**src/rtl/booth_pp_acc.sv**
```systemverilog
// Radix-4 Booth partial-product accumulator.
// Takes one pre-decoded Booth digit per cycle (LSB digit first), forms the
// partial product from the latched multiplicand and sums it into a 2*W-bit
// accumulator. After NDIG digits the sum is published on prod with a done pulse.
module booth_pp_acc #(
  parameter int unsigned NDIG = 8,
  parameter int unsigned W    = 16
) (
  input  logic           clk,
  input  logic           rst_n,
  input  logic           start,
  input  logic [W-1:0]   mcand,
  input  logic           dig_valid,
  input  logic           neg,
  input  logic           zero,
  input  logic           one,
  input  logic           two,
  output logic           dig_ready,
  output logic           busy,
  output logic           done,
  output logic [2*W-1:0] prod,
  output logic           err
);

  localparam int unsigned PW = 2 * W;
  localparam int unsigned IW = (NDIG > 1) ? $clog2(NDIG) : 1;
  localparam logic [IW-1:0] LastIdx = IW'(NDIG - 1);

  typedef enum logic [1:0] {StIdle, StRun, StFin} state_e;

  state_e          state_q, state_d;
  logic [W-1:0]    mcand_q, mcand_d;
  logic [PW-1:0]   acc_q, acc_d;
  logic [PW-1:0]   prod_q, prod_d;
  logic [IW-1:0]   idx_q, idx_d;
  logic            err_q, err_d;

  logic [PW-1:0]   mcand_ext;
  logic [PW-1:0]   mag;
  logic [PW-1:0]   pp;
  logic [PW-1:0]   pp_shifted;
  logic [PW-1:0]   acc_sum;
  logic            legal;

  // Partial product for the digit currently on the inputs, and the running sum.
  always_comb begin
    mcand_ext = {{W{mcand_q[W-1]}}, mcand_q};
    // Exactly one magnitude line must be set; anything else counts as zero.
    legal     = (zero ^ one ^ two) & ~(zero & one & two);
    mag       = '0;
    if (legal && one) begin
      mag = mcand_ext;
    end else if (legal && two) begin
      mag = mcand_ext << 1;
    end
    // Negating a zero magnitude yields zero, so code 111 contributes nothing.
    pp         = neg ? -mag : mag;
    pp_shifted = pp << {idx_q, 1'b0};
    acc_sum    = acc_q + pp_shifted;
  end

  // Next-state logic: operation sequencing and accumulator update.
  always_comb begin
    state_d = state_q;
    mcand_d = mcand_q;
    acc_d   = acc_q;
    idx_d   = idx_q;
    prod_d  = prod_q;
    err_d   = err_q;
    unique case (state_q)
      StIdle: begin
        if (start) begin
          mcand_d = mcand;
          acc_d   = '0;
          idx_d   = '0;
          err_d   = 1'b0;
          state_d = StRun;
        end
      end
      StRun: begin
        if (dig_valid) begin
          acc_d = acc_sum;
          idx_d = idx_q + IW'(1);
          if (!legal) begin
            err_d = 1'b1;
          end
          if (idx_q == LastIdx) begin
            prod_d  = acc_sum;
            idx_d   = '0;
            state_d = StFin;
          end
        end
      end
      StFin: begin
        state_d = StIdle;
      end
      default: begin
        state_d = StIdle;
      end
    endcase
  end

  // State registers with asynchronous clear.
  always_ff @(posedge clk or negedge rst_n) begin
    if (!rst_n) begin
      state_q <= StIdle;
      mcand_q <= '0;
      acc_q   <= '0;
      prod_q  <= '0;
      idx_q   <= '0;
      err_q   <= 1'b0;
    end else begin
      state_q <= state_d;
      mcand_q <= mcand_d;
      acc_q   <= acc_d;
      prod_q  <= prod_d;
      idx_q   <= idx_d;
      err_q   <= err_d;
    end
  end

  // Outputs decoded straight from registered state.
  always_comb begin
    dig_ready = (state_q == StRun);
    busy      = (state_q != StIdle);
    done      = (state_q == StFin);
    prod      = prod_q;
    err       = err_q;
  end

endmodule
```
**config.mk**
```make
export PLATFORM = sky130hd
export DESIGN_NAME = booth_pp_acc
export DESIGN_NICKNAME = d
export VERILOG_FILES = /design/src/rtl/booth_pp_acc.sv
export SDC_FILE = /design/constraint.sdc
export NUM_CORES = 1
export LEC_CHECK = 0
export BUFFER_PORTS_ARGS = -buffer_cell sky130_fd_sc_hd__buf_2
export CORE_ASPECT_RATIO = 1.2
export CORE_MARGIN = 1
export CORE_UTILIZATION = 55
export CTS_BUF_LIST = sky130_fd_sc_hd__clkbuf_4 sky130_fd_sc_hd__clkbuf_8 sky130_fd_sc_hd__clkbuf_16
export DETAILED_ROUTE_END_ITERATION = 10
export HOLD_SLACK_MARGIN = 0.08
export MAX_ROUTING_LAYER = met4
export PLACE_DENSITY_LB_ADDON = 0.08
export SLEW_MARGIN = 5
export SYNTH_ARGS = -nofsm -noshare
export SYNTH_HDL_FRONTEND = slang
export SYNTH_SLANG_ARGS = --single-unit
```
**constraint.sdc**
```tcl
create_clock -name clk -period 14.3 [get_ports clk]
set_input_delay 1.43 -clock clk [delete_from_list [all_inputs] [get_ports clk]]
set_output_delay 1.43 -clock clk [all_outputs]
set_load 0.02 [all_outputs]
```
==> results.cfg, run 1 <==
[status]
status = completed

[clock_tree]
clk_path_buf_depth = 2
clkLatencyLatePin_ns = 0.34
numCtsBuffers = 9
hold_buffers = 0
cts_setup_buffers = 0
root_buffer = clkbuf_16
cts.sinks = 86
cts_resized = 0
cts_max_level = 3
cts_tree = yes
clkTransAtPathRegs_ns = 0.07

[place]
port_buffers = 59
dp.final_hpwl_um = 12760
dpl_cell_area_sq_um = 6888
gp_congestion = 0.9641

[worst_hold_path]
holdPathStages = 2
hold_end = prod[18]$_DFFE_PN0P_
holdCritStartpoint = prod[18]$_DFFE_PN0P_
holdCritPathClass = reg2reg

[global_routing]
grt.total_usage_pct = 30.62
grt_pass1_vias = 5681
antenna_found_initial = 0
gr-total-overflow = 0
grt_max_degree = 87
grt_pass1_wl_um = 28890

[setup_path]
reg2reg_depth = 19
crit_family = compound AO/OA/AOI/OAI gates
worstPathArrival_ns = 7.79
rr_startpoint = mcand_q[6]$_DFFE_PN0P_
r2r-end = acc_q[28]$_DFFE_PN0P_
crit_top_cell = ha_1
cp.required_ns = 14.49
cp_slowest_cell = nor3b_2
cpPeakStageDelay_ns = 0.80
cp_num_cells = 25
cp.buffers_inverters = 2
critPathKind = in2reg
start_kind = input pin
reg2reg_slack_ns = 8.58
worst-path-max-fanout = 16
startpoint = one
worstSetupEndpointType = register

[final_layout]
nets = 880
final_layout_size_suffix_gt1_share_pct = 14.48
syn_to_final_growth_pct = 9.294
final_area_sq_um = 7166
insertedDiodeCount = 0
post-route-util_pct = 61.95

[routing]
drc = 0
drtIter0Drc = 459
drtAntennaViolNets = 0
routed_wl_um = 17290
met3WireLength_um = 749
viasPerCell = 6.083
wl_per_cell_um = 17.66
met1_length_um = 7917
first_pass_iters = 5
highest_layer = met4
routed-wl-met2_um = 8191
vias = 5955

[timing]
fin_worst_skew_ns = 0.01433
setup_viol = 0
finalCritPeriodShare_pct = 53.13
finalHoldViolations = 0
worst_pin_slew_ns = 1.074
fin_setup_tns_ns = 0
fmax_ghz = 0.1316
slew_headroom_pct = 28.40
rsz0062_at_grt = no
finalMaxSlewViolations = 0
fin_hold_ws_ns = 0.4742
fin_crit_ns = 7.598

[synthesis]
ys.flop_type = dfrtp_1
async_flop_share_pct = 100.0
synth_cell_types = 70
synth_edf_count = 0
synth_area_sq_um = 6556
yosys_warnings = 0
synth-seq-area-share_pct = 32.82
synthesis.nets = 856
ys_ff_latch = 86
syn_inst = 793
syn_avg_cell_area_sq_um = 8.268

[floorplanning]
fp.dieW_um = 101.7
num_io_pins = 60
die_h_um = 121.6
coreArea_sq_um = 11570
start_util_pct = 56.68
die-area_sq_um = 12360
rows = 43

[flow_run]
cap_violations = 0
[worst register-to-register path: cells and delay by family (launching register included)]
| family | cells | cell delay [ns] |
|---|---|---|
| compound gates | 12 | 2.98 |
| fa+ha+maj | 1 | 0.34 |
| simple gates | 3 | 1.14 |
| mux | 2 | 0.46 |
| flops | 1 | 0.47 |
| xor+xnor | 1 | 0.18 |
[cells in the mapped netlist (all sizes together), types with 8 or more instances]
| cell type | number | area share, % |
|---|---|---|
| clkbuf | 41 | 2.3 |
| mux2 | 25 | 4.4 |
| a211oi | 8 | 0.92 |
| nor2b | 14 | 1.3 |
| ha | 38 | 7.3 |
| inv | 15 | 0.86 |
| nand3 | 16 | 1.2 |
| a22oi | 10 | 1.4 |
| a31oi | 10 | 1.0 |
| dfrtp | 86 | 33 |
| xor2 | 16 | 2.1 |
| xnor2 | 19 | 2.5 |
| nand2 | 114 | 6.5 |
| o21a | 8 | 0.92 |
| buf | 9 | 0.82 |
| mux2i | 20 | 3.1 |
| o21ai | 102 | 7.8 |
| a21o | 14 | 1.6 |
| a21oi | 54 | 4.1 |
| o211ai | 8 | 0.92 |
| nor2 | 53 | 3.1 |
| nor3 | 15 | 1.2 |
[cell type report]
type                            count  area [sq um]
Clock buffer                       10         232.7
Clock inverter                      6         45.04
Fill cell                        1036          4402
Inverter                           16         60.06
Multi-Input combinational cell    641          4151
Sequential cell                    86          2152
Tap cell                          157         196.4
Timing Repair Buffer               63         327.8
[routing by layer]
layer	track usage, %	up-vias
met2	47.93	202
met1	41.01	2784
met4	11.14	0
met5	-	-
li1	-	2934
met3	3.155	35
[registers in the layout (all words and copies together) (netlist names)]
| register | cells |
|---|---|
| err | 1 |
| acc_q | 32 |
| mcand_q | 16 |
| state_q | 2 |
| prod | 32 |
| idx_q | 3 |
[layout by cell type, fill, tap and decap left out, drive strengths merged, types with 15 or more instances in the layout]
master,count
mux2,25
buf,63
a21oi,54
nand2,114
nor3,15
ha,38
o21ai,102
dfrtp,86
nand3,16
xnor2,19
nor2,53
inv,17
xor2,16
mux2i,20
[through the flow]
| stage | std cells | worst slack (ns) |
|---|---|---|
| 2_1_floorplan | 793 | 7.452 |
| 3_3_place_gp | 963 | 6.564 |
| 3_5_place_dp | 963 | 6.314 |
| 4_1_cts | 979 | 6.698 |
| 5_1_grt | 979 | 6.136 |
| 6_report | 979 | 6.702 |
[logic make-up after synthesis]
group | after synthesis | synth area share (%)
AOI/OAI and AO/OA | 270 | 25.97
buffers and inverters | 66 | 4.084
muxes | 45 | 7.404
adders and majority gates | 39 | 7.557
and+or+nand+nor | 252 | 17.48
xor gates and xnor gates | 35 | 4.676
DFF | 86 | 32.82
[worst max path at each step]
| stage | to | slack, ns |
|---|---|---|
| 6_report | prod[29]$_DFFE_PN0P_ | 6.70 |
| 5_1_grt | acc_q[30]$_DFFE_PN0P_ | 6.14 |
| 4_1_cts | acc_q[28]$_DFFE_PN0P_ | 6.70 |
| 3_5_place_dp | acc_q[28]$_DFFE_PN0P_ | 6.31 |
| 3_3_place_gp | acc_q[28]$_DFFE_PN0P_ | 6.56 |
| 2_1_floorplan | acc_q[31]$_DFFE_PN0P_ | 7.45 |
Power of run 1 is not shown: default switching activity piles up to over one toggle a cycle in this logic, so the estimate is an artifact.
==> run 2: changes to the inputs <==
==> constraint.sdc (replaced) <==
create_clock -name clk -period 7.2 [get_ports clk]
set_input_delay 0.72 -clock clk [delete_from_list [all_inputs] [get_ports clk]]
set_output_delay 0.72 -clock clk [all_outputs]
set_load 0.02 [all_outputs]
==> run 2 against run 1 <==
Net effect: final cell count is 0.61% higher; clock-buffer cell count is 1 lower; cell area is 0.77% higher; wire length hardly changed; hold slack better by 0.0012 ns; clock skew is 0.0037 ns lower; worst setup slack worse by 6.0 ns; sequential share of layout area is 0.23 points lower; first-iteration DRC count is 17% lower.
==> results.cfg, run 2 (synthesized netlist as in run 1, its figures left out) <==
[routing]
wl_per_cell_um = 17.54
drc = 0
vias = 6055
routed-wl-met2_um = 8287
met1_length_um = 7837
first_pass_iters = 5
met3WireLength_um = 772
highest_layer = met4
drtIter0Drc = 380
routed_wl_um = 17280
drtAntennaViolNets = 0
viasPerCell = 6.147

[final_layout]
final_area_sq_um = 7221
multi_input_area_sq_um = 4158
insertedDiodeCount = 0
final_cells = 985
layout_commonest_cell = nand2_1
ff_latch_area_sq_um = 2152
n_fill_cell = 1017
nets = 886
final_cell_mix = 113 x nand2_1, 86 x o21ai_0, 86 x dfrtp_1, 58 x buf_2, 54 x a21oi_1
final_layout_size_suffix_gt1_share_pct = 15.10
syn_to_final_growth_pct = 10.13

[timing]
fin_hold_ws_ns = 0.4753
setup_viol = 0
fin_crit_ns = 6.542
fin_setup_tns_ns = 0
finalHoldViolations = 0
fmax_ghz = 0.1529
worst_pin_slew_ns = 1.070
finalMaxSlewViolations = 0
finalCritPeriodShare_pct = 90.86
fin_worst_skew_ns = 0.01060
rsz0062_at_grt = no
slew_headroom_pct = 28.65

[setup_path]
worst-path-max-fanout = 16
crit_top_cell = ha_1
worstSetupEndpointType = register
start_kind = input pin
worstPathArrival_ns = 6.72
cp.required_ns = 7.38
cp_slowest_cell = or3_1
critPathKind = in2reg
cpPeakStageDelay_ns = 0.51
reg2reg_depth = 19

[global_routing]
grt_max_degree = 87
gr-total-overflow = 0
grt_pass1_vias = 5724
grt.total_usage_pct = 30.38
grt_pass1_wl_um = 28550
antenna_found_initial = 0

[status]
status = completed

[place]
gp_congestion = 0.9540
dp.final_hpwl_um = 12710
dpl_cell_area_sq_um = 6918
port_buffers = 59
dp.cells = 967

[floorplanning]
die_h_um = 121.6
start_util_pct = 56.68
coreArea_sq_um = 11570
fp.dieW_um = 101.7
num_io_pins = 60
rows = 43
die-area_sq_um = 12360

[worst_hold_path]
holdPathStages = 2
holdCritPathClass = reg2reg

[flow_run]
cap_violations = 0

[clock_tree]
root_buffer = clkbuf_16
numCtsBuffers = 9
clkLatencyLatePin_ns = 0.34
clk_path_buf_depth = 2
cts_tree = yes
cts.sinks = 86
cts_max_level = 3
hold_buffers = 0
clkTransAtPathRegs_ns = 0.07
[run 2: path summary, 6_finish.rpt]
check                                       start                     end  slack [ns]
hold / removal               prod[27]$_DFFE_PN0P_    prod[27]$_DFFE_PN0P_        0.48
hold reg to reg              prod[27]$_DFFE_PN0P_    prod[27]$_DFFE_PN0P_        0.48
min in group asynchronous                   rst_n  mcand_q[3]$_DFFE_PN0P_        0.57
setup / recovery                              one   acc_q[28]$_DFFE_PN0P_        0.66
setup reg to reg           mcand_q[3]$_DFFE_PN0P_   acc_q[31]$_DFFE_PN0P_        1.63
max in group asynchronous                   rst_n    prod[19]$_DFFE_PN0P_        5.95
[run 2: through the flow]
step | setup slack, ns | util [%]
after detailed placement | 0.3707 | 59.81
after floorplan | 1.062 | -
after global placement | 0.6028 | 59.81
after CTS | 0.6978 | 62.24
after global routing | 0.09514 | 62.42
final | 0.6583 | 62.42
[run 2: routing by layer]
layer	vias to the layer above	track usage, %
met5	-	-
met4	0	11.05
met3	28	4.131
li1	2951	-
met2	193	48.48
met1	2883	39.24
[run 2: cell type report]
cell class	count	share of cell area, %
clock inverter	7	0.7798
inverter	16	0.8317
sequential	86	29.80
tap	157	2.720
clock buffer	9	3.119
timing repair buffer	69	5.164
multi-input combinational	641	57.58
[run 2: what timing repair did]
action / 4_1_cts / 5_1_grt
endpoints found under the setup margin: 0 / 1
resized for setup: 0 / 1
buffers inserted: 0 / 2
[run 2: worst max-delay path, delay by kind of cell]
family / cells / cell delay (ns)
fa+ha+maj: 3 / 1.03
compound gates: 8 / 1.79
buf+inv: 2 / 0.33
mux: 3 / 0.62
simple gates: 7 / 1.96
xor+xnor: 2 / 0.27
Power of run 2 is left out for the same reason.
==> run 3: changes to the inputs <==
--- a/config.mk
+++ b/config.mk
@@ -6,10 +6,13 @@
 export NUM_CORES = 1
 export LEC_CHECK = 0
 export BUFFER_PORTS_ARGS = -buffer_cell sky130_fd_sc_hd__buf_2
+export CELL_PAD_IN_SITES_DETAIL_PLACEMENT = 0
+export CELL_PAD_IN_SITES_GLOBAL_PLACEMENT = 1
 export CORE_ASPECT_RATIO = 1.2
 export CORE_MARGIN = 1
-export CORE_UTILIZATION = 55
+export CORE_UTILIZATION = 46
 export CTS_BUF_LIST = sky130_fd_sc_hd__clkbuf_4 sky130_fd_sc_hd__clkbuf_8 sky130_fd_sc_hd__clkbuf_16
+export CTS_CLUSTER_DIAMETER = 120
 export DETAILED_ROUTE_END_ITERATION = 10
 export HOLD_SLACK_MARGIN = 0.08
 export MAX_ROUTING_LAYER = met4
==> run 3 against run 2 <==
Net effect: clock skew rose by 0.0013 ns; global-route usage fell by 4.0 points; the run now ends with DRC left; flip-flop and latch count did not move; largest cell class unchanged; first-iteration DRC count rose by 3.4%; critical path depth did not move; die area rose by 19%; sequential share of layout area barely moved; maximum frequency fell by 1.7%; wire length rose by 4.2%; cell area barely moved; non-clock buffer count fell by 2.
==> results.cfg, run 3 (synthesized netlist as in run 1, its figures left out) <==
[global_routing]
grt_pass1_vias = 5728
grt.total_usage_pct = 26.41
antenna_found_initial = 0
grt_max_degree = 62
grt_pass1_wl_um = 29780
gr-total-overflow = 0

[routing]
drtIter0Drc = 393
routed_wl_um = 18010
wl_per_cell_um = 18.06
viasPerCell = 5.912
vias = 5894
drtAntennaViolNets = 0
drc = 12
first_pass_iters = 8

[place]
dp_slack_ns = 0.2390
gp_congestion = 0.9057
port_buffers = 59
dp.final_hpwl_um = 13600
dp.cells = 981

[setup_path]
start_kind = input pin
startpoint = one
critPathKind = in2reg
worst-path-max-fanout = 16
cp.required_ns = 7.39
worstSetupEndpointType = register
worstPathArrival_ns = 6.85
rr_startpoint = mcand_q[1]$_DFFE_PN0P_

[clock_tree]
cts_setup_buffers = 0
cts_tree = yes
clkTransAtPathRegs_ns = 0.07
clk_path_buf_depth = 2
hold_buffers = 0
clkLatencyLatePin_ns = 0.36
numCtsBuffers = 9
cts.sinks = 86
root_buffer = clkbuf_16
cts_max_level = 3

[floorplanning]
start_util_pct = 47.24
die-area_sq_um = 14740
num_io_pins = 60
rows = 47
fp.dieW_um = 111.0
die_h_um = 132.8
coreArea_sq_um = 13880

[timing]
setup_ws_ns = 0.5467
fin_worst_skew_ns = 0.01189
fin_hold_ws_ns = 0.3282
rsz0062_at_grt = no
fin_crit_ns = 6.653
finalMaxSlewViolations = 0
setup_viol = 0
finalCritPeriodShare_pct = 92.41
worst_pin_slew_ns = 1.117
finalHoldViolations = 0
fmax_ghz = 0.1503
fin_setup_tns_ns = 0
slew_headroom_pct = 25.34

[status]
failed_checks = DRC
status = finished, violations left

[final_layout]
final_cells = 997
syn_to_final_growth_pct = 10.23
final_layout_size_suffix_gt1_share_pct = 14.89
nets = 884
layout_commonest_cell = nand2_1
final_cell_mix = 113 x nand2_1, 86 x o21ai_0, 86 x dfrtp_1, 58 x buf_2, 54 x a21oi_1
insertedDiodeCount = 0
n_fill_cell = 1330

[worst_hold_path]
holdCritPathClass = in2async

[flow_run]
cap_violations = 0
run 3: cell types whose count changed in the layout (fill, tap and decap cells not counted):
cell        before  now
clkinv_4         1    2
clkbuf_8         0    1
inv_8            1    0
clkinv_2         2    1
inv_6            3    1
buf_4           11    9
clkinvlp_4       0    2
run 3: metal layers:
| layer | part of all wire (%) | up-vias | GRT usage [%] |
|---|---|---|---|
| met5 | 0 | - | - |
| met4 | 3.8 | 0 | 13.01 |
| met3 | 3.4 | 40 | 3.710 |
| met2 | 46 | 127 | 40.99 |
| met1 | 47 | 2775 | 33.83 |
| li1 | - | 2952 | - |
run 3: area by class of cell:
class,count,area [sq um],share of cell area (%)
inverters,16,60.06,0.8310
well taps,171,214.0,2.961
repair buffers,67,357.8,4.952
clock inverters,6,46.29,0.6406
multi-input cells,641,4158,57.53
clock buffers,10,239.0,3.307
flip-flops and latches,86,2152,29.78
run 3: what timing repair did:
| action | 4_1_cts | 5_1_grt |
|---|---|---|
| gates resized for setup | 0 | 1 |
| endpoints found under the hold margin | 0 | 0 |
| endpoints found under the setup margin | 0 | 4 |
run 3: worst max-delay path, cell delays in order:
cell      delay, ns
buf_2          0.27
ha_1           0.34
nor2b_1        0.22
o21a_1         0.24
a22oi_1        0.31
ha_1           0.26
inv_1          0.05
a221oi_1       0.33
nand4b_1       0.37
nor3_4         0.35
a21oi_1        0.09
or2_0          0.33
or4_1          0.52
o221ai_1       0.11
mux2i_1        0.13
ha_1           0.43
nand4_1        0.27
nor4_1         0.34
a32oi_1        0.14
nand2_1        0.13
a31oi_1        0.16
o21bai_1       0.27
a221oi_1       0.16
xnor2_1        0.22
o21ai_1        0.09
run 3: final timing paths:
kind / slack (ns) / to / cells past startpoint
worst max register to register: 1.56 / acc_q[31]$_DFFE_PN0P_ / 21
worst min register to register: 0.47 / prod[27]$_DFFE_PN0P_ / 2
min in group clk: 0.47 / prod[27]$_DFFE_PN0P_ / 2
worst max-delay path: 0.55 / acc_q[31]$_DFFE_PN0P_ / 25
worst min-delay path: 0.33 / mcand_q[6]$_DFFE_PN0P_ / 1
max in group asynchronous: 5.88 / acc_q[17]$_DFFE_PN0P_ / 2
run 3: per-stage QoR:
step	utilization, %	area (sq um)
global placement	49.97	6935
floorplan	-	6556
finish	52.07	7227
global route	52.07	7227
detailed placement	49.97	6935
CTS	52.03	7221
Power of run 3 is left out for the same reason.
